[config.mk]
export PLATFORM = sky130hd
export DESIGN_NAME = cam_ctrl
export DESIGN_NICKNAME = d
export VERILOG_FILES = /design/src/rtl/cam_ctrl.sv
export SDC_FILE = /design/constraint.sdc
export NUM_CORES = 1
export LEC_CHECK = 0
export CAP_MARGIN = 20
export CORE_UTILIZATION = 44
export DETAILED_ROUTE_END_ITERATION = 8
export PLACE_DENSITY = 0.86
export SYNTH_ARGS = -nofsm -noshare
export SYNTH_HDL_FRONTEND = slang
export SYNTH_SLANG_ARGS = --single-unit
[constraint.sdc]
create_clock -name clk -period 4.25 [get_ports clk]
set_input_delay 1.0625 -clock clk [delete_from_list [all_inputs] [get_ports clk]]
set_output_delay 1.0625 -clock clk [all_outputs]
set_load 0.01 [all_outputs]
[src/rtl/cam_ctrl.sv]
// cam_ctrl: single-requester sequencer for a read/write/search CAM array.
// Optional hit/miss counters are compiled in when CAM_CTRL_STATS_EN is defined.
module cam_ctrl #(
  parameter int ARRAY_WIDTH_LOG2 = 5,
  parameter int ARRAY_SIZE_LOG2  = 5,
  localparam int DATA_W = 2 ** ARRAY_WIDTH_LOG2,
  localparam int IDX_W  = ARRAY_SIZE_LOG2
) (
  input  logic              clk,
  input  logic              reset_i,
  // command channel
  input  logic              req_valid_i,
  output logic              req_ready_o,
  input  logic [1:0]        req_op_i,
  input  logic [IDX_W-1:0]  req_index_i,
  input  logic [DATA_W-1:0] req_data_i,
  // response channel
  output logic              rsp_valid_o,
  input  logic              rsp_ready_i,
  output logic              rsp_hit_o,
  output logic [IDX_W-1:0]  rsp_index_o,
  output logic [DATA_W-1:0] rsp_data_o,
  output logic              rsp_evict_o,
  output logic              rsp_err_o,
  output logic              full_o,
  // CAM datapath
  output logic              cam_read_o,
  output logic [IDX_W-1:0]  cam_read_index_o,
  output logic              cam_write_o,
  output logic [IDX_W-1:0]  cam_write_index_o,
  output logic [DATA_W-1:0] cam_write_data_o,
  output logic              cam_search_o,
  output logic [DATA_W-1:0] cam_search_data_o,
  input  logic              cam_read_valid_i,
  input  logic [DATA_W-1:0] cam_read_value_i,
  input  logic              cam_search_valid_i,
  input  logic [IDX_W-1:0]  cam_search_index_i
`ifdef CAM_CTRL_STATS_EN
  ,
  input  logic              stat_clr_i,
  output logic [15:0]       stat_hits_o,
  output logic [15:0]       stat_misses_o
`endif
);

  localparam logic [1:0] ST_IDLE  = 2'd0;
  localparam logic [1:0] ST_ISSUE = 2'd1;
  localparam logic [1:0] ST_WRITE = 2'd2;
  localparam logic [1:0] ST_RESP  = 2'd3;

  localparam logic [1:0] OP_READ   = 2'b00;
  localparam logic [1:0] OP_SEARCH = 2'b01;
  localparam logic [1:0] OP_INSERT = 2'b10;

  localparam logic [IDX_W:0] SLOTS = {1'b1, {IDX_W{1'b0}}};

  logic [1:0]        state_reg, state_next;
  logic [1:0]        op_reg, op_next;
  logic [IDX_W-1:0]  idx_reg, idx_next;
  logic [DATA_W-1:0] key_reg, key_next;

  logic              rsp_hit_reg, rsp_hit_next;
  logic [IDX_W-1:0]  rsp_index_reg, rsp_index_next;
  logic [DATA_W-1:0] rsp_data_reg, rsp_data_next;
  logic              rsp_evict_reg, rsp_evict_next;
  logic              rsp_err_reg, rsp_err_next;

  logic [IDX_W-1:0]  alloc_ptr_reg, alloc_ptr_next;
  logic [IDX_W:0]    alloc_cnt_reg, alloc_cnt_next;
  logic              full;

  logic [DATA_W-1:0] read_gated;
  logic              is_search_op;

  assign full         = (alloc_cnt_reg == SLOTS);
  assign is_search_op = (op_reg == OP_SEARCH) || (op_reg == OP_INSERT);

  // A read of an invalid entry must report zero data, whatever the array holds.
  genvar gi;
  generate
    for (gi = 0; gi < DATA_W; gi++) begin : g_read_gate
      assign read_gated[gi] = cam_read_value_i[gi] & cam_read_valid_i;
    end
  endgenerate

  always_comb begin
    state_next     = state_reg;
    op_next        = op_reg;
    idx_next       = idx_reg;
    key_next       = key_reg;
    rsp_hit_next   = rsp_hit_reg;
    rsp_index_next = rsp_index_reg;
    rsp_data_next  = rsp_data_reg;
    rsp_evict_next = rsp_evict_reg;
    rsp_err_next   = rsp_err_reg;
    alloc_ptr_next = alloc_ptr_reg;
    alloc_cnt_next = alloc_cnt_reg;

    case (state_reg)
      ST_IDLE: begin
        if (req_valid_i) begin
          op_next    = req_op_i;
          idx_next   = req_index_i;
          key_next   = req_data_i;
          state_next = ST_ISSUE;
        end
      end

      ST_ISSUE: begin
        rsp_hit_next   = 1'b0;
        rsp_index_next = '0;
        rsp_data_next  = '0;
        rsp_evict_next = 1'b0;
        rsp_err_next   = 1'b0;
        state_next     = ST_RESP;
        case (op_reg)
          OP_READ: begin
            rsp_hit_next   = cam_read_valid_i;
            rsp_data_next  = read_gated;
            rsp_index_next = idx_reg;
          end
          OP_SEARCH: begin
            if (cam_search_valid_i) begin
              rsp_hit_next   = 1'b1;
              rsp_index_next = cam_search_index_i;
            end
          end
          OP_INSERT: begin
            // Lookup-or-allocate: a hit returns the existing slot untouched.
            if (cam_search_valid_i) begin
              rsp_hit_next   = 1'b1;
              rsp_index_next = cam_search_index_i;
            end else begin
              state_next = ST_WRITE;
            end
          end
          default: begin
            rsp_err_next = 1'b1;
          end
        endcase
      end

      ST_WRITE: begin
        rsp_hit_next   = 1'b0;
        rsp_index_next = alloc_ptr_reg;
        rsp_data_next  = '0;
        rsp_evict_next = full;
        rsp_err_next   = 1'b0;
        // Pointer wraps naturally, giving oldest-first replacement once full.
        alloc_ptr_next = alloc_ptr_reg + IDX_W'(1);
        if (!full) begin
          alloc_cnt_next = alloc_cnt_reg + (IDX_W + 1)'(1);
        end
        state_next = ST_RESP;
      end

      ST_RESP: begin
        if (rsp_ready_i) begin
          state_next = ST_IDLE;
        end
      end

      default: begin
        state_next = ST_IDLE;
      end
    endcase
  end

  always_ff @(posedge clk) begin
    if (reset_i) begin
      state_reg     <= ST_IDLE;
      op_reg        <= OP_READ;
      idx_reg       <= '0;
      key_reg       <= '0;
      rsp_hit_reg   <= 1'b0;
      rsp_index_reg <= '0;
      rsp_data_reg  <= '0;
      rsp_evict_reg <= 1'b0;
      rsp_err_reg   <= 1'b0;
      alloc_ptr_reg <= '0;
      alloc_cnt_reg <= '0;
    end else begin
      state_reg     <= state_next;
      op_reg        <= op_next;
      idx_reg       <= idx_next;
      key_reg       <= key_next;
      rsp_hit_reg   <= rsp_hit_next;
      rsp_index_reg <= rsp_index_next;
      rsp_data_reg  <= rsp_data_next;
      rsp_evict_reg <= rsp_evict_next;
      rsp_err_reg   <= rsp_err_next;
      alloc_ptr_reg <= alloc_ptr_next;
      alloc_cnt_reg <= alloc_cnt_next;
    end
  end

  // Strobes decode straight from registered state, so each lasts one cycle.
  assign req_ready_o       = (state_reg == ST_IDLE);
  assign rsp_valid_o       = (state_reg == ST_RESP);
  assign rsp_hit_o         = rsp_hit_reg;
  assign rsp_index_o       = rsp_index_reg;
  assign rsp_data_o        = rsp_data_reg;
  assign rsp_evict_o       = rsp_evict_reg;
  assign rsp_err_o         = rsp_err_reg;
  assign full_o            = full;

  assign cam_read_o        = (state_reg == ST_ISSUE) && (op_reg == OP_READ);
  assign cam_read_index_o  = idx_reg;
  assign cam_search_o      = (state_reg == ST_ISSUE) && is_search_op;
  assign cam_search_data_o = key_reg;
  assign cam_write_o       = (state_reg == ST_WRITE);
  assign cam_write_index_o = alloc_ptr_reg;
  assign cam_write_data_o  = key_reg;

`ifdef CAM_CTRL_STATS_EN
  logic [15:0] stat_hits_reg;
  logic [15:0] stat_misses_reg;

  // A clear beats a same-cycle increment; both counters stick at all-ones.
  always_ff @(posedge clk) begin
    if (reset_i || stat_clr_i) begin
      stat_hits_reg   <= '0;
      stat_misses_reg <= '0;
    end else if (cam_search_o) begin
      if (cam_search_valid_i) begin
        if (stat_hits_reg != 16'hFFFF) begin
          stat_hits_reg <= stat_hits_reg + 16'd1;
        end
      end else begin
        if (stat_misses_reg != 16'hFFFF) begin
          stat_misses_reg <= stat_misses_reg + 16'd1;
        end
      end
    end
  end

  assign stat_hits_o   = stat_hits_reg;
  assign stat_misses_o = stat_misses_reg;
`endif

endmodule

After elaboration in Yosys (flattened, before gate mapping)
Cells that the tools add are included.
{ "classes": {"magnitude_cmp": 0, "mux": 16, "n_shift": 0, "bitwise_logic": 33, "eq_ne": 8, "n_addsub": 2, "reduce_logical": 11, "multipliers": 0, "n_div": 0} }
{ "op_table": {"columns": ["operator", "count"], "rows": [
  ["one-hot mux 32 bit (2 select lines)", 1],
  ["AND 1 bit", 32],
  ["2-to-1 mux 32 bit", 1],
  ["one-hot mux 5 bit (2 select lines)", 2],
  ["one-hot mux 1 bit (2 select lines)", 4],
  ["one-hot mux 2 bit (4 select lines)", 1],
  ["adder 6 x 1 -> 6 bit, second input constant", 1],
  ["== test 2 bit, second input constant", 3],
  ["== test 6 bit, second input constant", 1],
  ["AND reduction 2 bit", 3],
  ["adder 5 x 1 -> 5 bit, second input constant", 1],
  ["2-to-1 mux 5 bit", 1],
  ["== test 2 x 1 -> 1 bit, second input constant", 2],
  ["logical NOT 2 bit", 2],
  ["2-to-1 mux 1 bit", 4],
  ["2-to-1 mux 2 bit", 2],
  ["OR reduction 3 bit", 1],
  ["logical AND 1 bit", 2],
  ["!= test 2 x 1 -> 1 bit, second input constant", 1],
  ["!= test 2 bit, second input constant", 1],
  ["nonzero test 2 bit", 1],
  ["OR reduction 2 bit", 1],
  ["logical OR 1 bit", 1],
  ["NOT 1 bit", 1]
]} }
{ "word_totals": {"latchBits": 0, "mem_bits_ro": 0, "ram_bits": 0, "regBits": 92, "wordCells": 81, "out_inout_bits": 120, "in_bits": 82, "n_memories": 0} }

Longest topological paths before layout
{ "depth": {"depth_word": 4, "depth_mapped": 7, "ltp_nobuf": 5} }

Least setup slack after synthesis
Ideal clock, no wire load.
{ "synth_timing": {"path_kind": "reg-to-output", "startpoint": "register alloc_cnt_reg[0]", "endpoint": "output full_o", "n_path_buf": 0, "arrival_ns": 0.997, "slack_ns": 2.191, "t_required_ns": 3.188, "path_stages_with_launch": 5, "path_cell_list": "dfxtp_1 > inv_1 > ha_1 > and2b_1 > and2_1"} }
{ "synth_via": {"elab_chain_len": 1} }
{ "synth_lines": {"columns": ["element", "line", "rtl"], "rows": [
  ["from (decl)", "69", "logic [IDX_W:0] alloc_cnt_reg, alloc_cnt_next;"],
  ["from (signal assigned)", "193", "alloc_cnt_reg <= alloc_cnt_next;"],
  ["== test 6 bit", "75", "assign full = (alloc_cnt_reg == SLOTS);"],
  ["to (decl)", "25", "output logic full_o,"]
]} }
No other way between the ends.

Final worst setup path
{ "layout_timing": {"startpoint": "register state_reg[0]", "endpoint": "output cam_write_o"} }
{ "layout_via": {"elab_chain_len": 1} }
{ "layout_lines": {"columns": ["element", "line", "rtl"], "rows": [
  ["from (decl)", "57", "logic [1:0] state_reg, state_next;"],
  ["from (signal assigned)", "183", "state_reg <= state_next;"],
  ["== test 2 bit", "211", "assign cam_write_o = (state_reg == ST_WRITE);"],
  ["to (decl)", "29", "output logic cam_write_o,"]
]} }
No other way between the ends.

==> flow_summary_export.csv <==
group,metric,value,unit
clocking,numCtsBuffers,9,
synth,ys_seq_area_share,44.2,%
floorplanning,pin_count,202,
global_route,grt_pass1_wl,17300,microns
synth,synthTopCellsByArea,"dfxtp_1 44%, nand2_1 7.6%, a21oi_2 6.3%, buf_4 6.3%, a21oi_1 5.8%",
placement,globalplace.congestion,0.807,
worst_setup_path,cp-end-kind,"primary output",
synth,ys_types,42,
final_layout,layout_commonest_cell,"clkdlybuf4s50_1",
clocking,clkSlewWorstSetupHoldPaths,0.09,ns
timing,whs,0.475,ns
floorplanning,initial_core_util,45.3,%
synth,netlist.area_leader.share,44.2,%
final_layout,insertedDiodeCount,0,
global_route,overflow,0,
worst_hold_path,min_from,"cam_search_data_o[30]",
worst_setup_path,crit_chain,"inv_1 -> ha_1 -> clkdlybuf4s50_1",
clocking,clk_latency,0.36,ns
synth,synth-seq-cells,92,
synth,synth_warnings,0,
worst_setup_path,slowest_delay,0.71,ns
synth,syn_area_per_cell,8.81,sq um
final_layout,syn_to_final_growth,47.4,%
global_route,grt_usage,21.7,%
global_route,antenna_found_initial,0,
synth,synth_edf_count,0,
worst_setup_path,cp-start-kind,"flip-flop",
routing,dr_wl_met3,791,microns
routing,drc,0,
clocking,cts_hold_buf,0,
timing,maxSlewViolCount,0,
synth,yosys.area.top_type,"dfxtp_1",
timing,hold_viol,0,
worst_setup_path,crit_start,"state_reg[0]",
placement,dpl.hpwl,7690,microns
routing,drt-initial-drc-count,125,
synth,synth_area,4170,sq um
synth,synth_top_flop_cell,"dfxtp_1",
status,status,"finished clean",
floorplanning,die_w,99.3,microns
power_and_ir_drop,leakage,2.22,nW
floorplanning,rows,35,
routing,wirelength,10700,microns
placement,io_buffers,201,
routing,final_antenna_net_count,0,
synth,syn_nets,565,
final_layout,fin_util,66.8,%
power_and_ir_drop,p_per_area,521,nW/um^2
global_route,grt_max_degree,64,
timing,rsz0062_at_grt,"false",
routing,vias,3702,
clocking,cts_setup_buffers,0,
global_route,grt_pass1_vias,3607,
floorplanning,die_h,99.3,microns
worst_setup_path,cp_max_fo,24,
timing,max_freq,303,MHz
timing,slew_headroom,32.4,%
power_and_ir_drop,irDropWorstVdd,0.412,mV
floorplanning,die_area,9860,sq um
worst_setup_path,cp.arrival,2.24,ns
timing,setup_viol,0,
final_layout,nNetsFinal,720,
timing,setup_tns,0,ns
final_layout,drive_gt1_share,13.4,%
placement,place_ws,1.34,ns
routing,via_per_inst,4.98,
timing,min_period,3.30,ns
run,timing.max_cap.violations,0,
timing,worst_slack,0.945,ns
synth,synthesis.instances,473,
timing,worstMarginPinSlew,1.01,ns
worst_setup_path,crit_type,"reg -> out",
worst_setup_path,cp.required,3.19,ns
floorplanning,core,9200,sq um
timing,finClkSkew,0.0175,ns
clocking,htreeDepth,3,
clocking,cts_tree,"yes",
routing,top_layer,"met4",
final_layout,fillers,752,
worst_setup_path,r2r_start,"state_reg[0]",
power_and_ir_drop,power,0.00320,W
worst_setup_path,cp_slowest_cell,"ha_1",
routing,firstDrtPassIters,4,
routing,m1WireLength,4460,microns
timing,period_share,77.8,%
clocking,cts_sinks,92,
synth,async_flop_share,0,%
routing,met2_length,5310,microns
routing,wl_per_cell,14.3,microns
final_layout,final_cell_mix,"200 x clkdlybuf4s50_1, 92 x dfxtp_1, 84 x nand2_1",
clocking,ctsResizeCount,0,
worst_hold_path,min_path_type,"reg -> reg",
clocking,clk_path_buf_depth,2,
clocking,root_buffer,"clkbuf_8",
-- final timing paths --
check | to | slack, ns | depth (start not counted)
worst max-delay path | cam_write_o | 0.95 | 3
worst min-delay path | cam_search_data_o[30] | 0.48 | 2
worst max register to register | rsp_data_o[0] | 1.64 | 6
worst min register to register | cam_search_data_o[30] | 0.48 | 2
-- power by group --
group | internal [W] | switching (W)
combinational | 0.000695 | 0.000768
sequential | 0.00102 | 0.000112
clock | 0.000293 | 0.000313
-- layer usage --
layer  global-route usage (%)  up-vias
met5                        0        -
met4                     6.11        0
met3                     5.69       11
met2                     38.2      132
met1                     26.0     1726
li1                         -     1833
-- worst max-delay path, delay by kind of cell (launching register included) --
kind                       cells  cell delay (ns)
DFF                            1             0.36
buffers and inverters          2             0.82
adders and majority gates      1             0.71
-- layout make-up --
type	count	area [sq um]	share of cell area, %
Sequential cell	92	1840	30.0
Tap cell	111	139	2.26
Clock buffer	10	138	2.24
Clock inverter	6	70.1	1.14
Inverter	7	26.3	0.428
Multi-Input combinational cell	313	1870	30.4
Timing Repair Buffer	205	2060	33.5
-- cells by family (layout without fill, tap and decap cells) --
kind of cell	count (synthesis)	after routing	synth area share (%)
mux	2	2	0.480
flops	92	92	44.2
compound gates	101	101	16.0
simple gates	194	194	24.0
buf+inv	68	228	11.0
xor+xnor	6	6	1.26
fa+ha+maj	10	10	3.00
-- synth_stat cells, types with 7 or more instances --
cell      count
nor2_2       30
buf_2        12
a21oi_2      30
a21oi_1      48
nor2b_1      38
nand2_1      84
buf_4        35
nand2b_1      7
dfxtp_1      92
inv_1         7
nor2_1       10
clkbuf_1     10
ha_1         10
-- per-stage QoR --
step / instances / cell area [sq um]
after floorplan: 473 / 4170
after global placement: 727 / 5910
after detailed placement: 728 / 5930
after CTS: 744 / 6140
after global routing: 744 / 6140
final: 744 / 6140
Power figures use the tool's default switching activity.
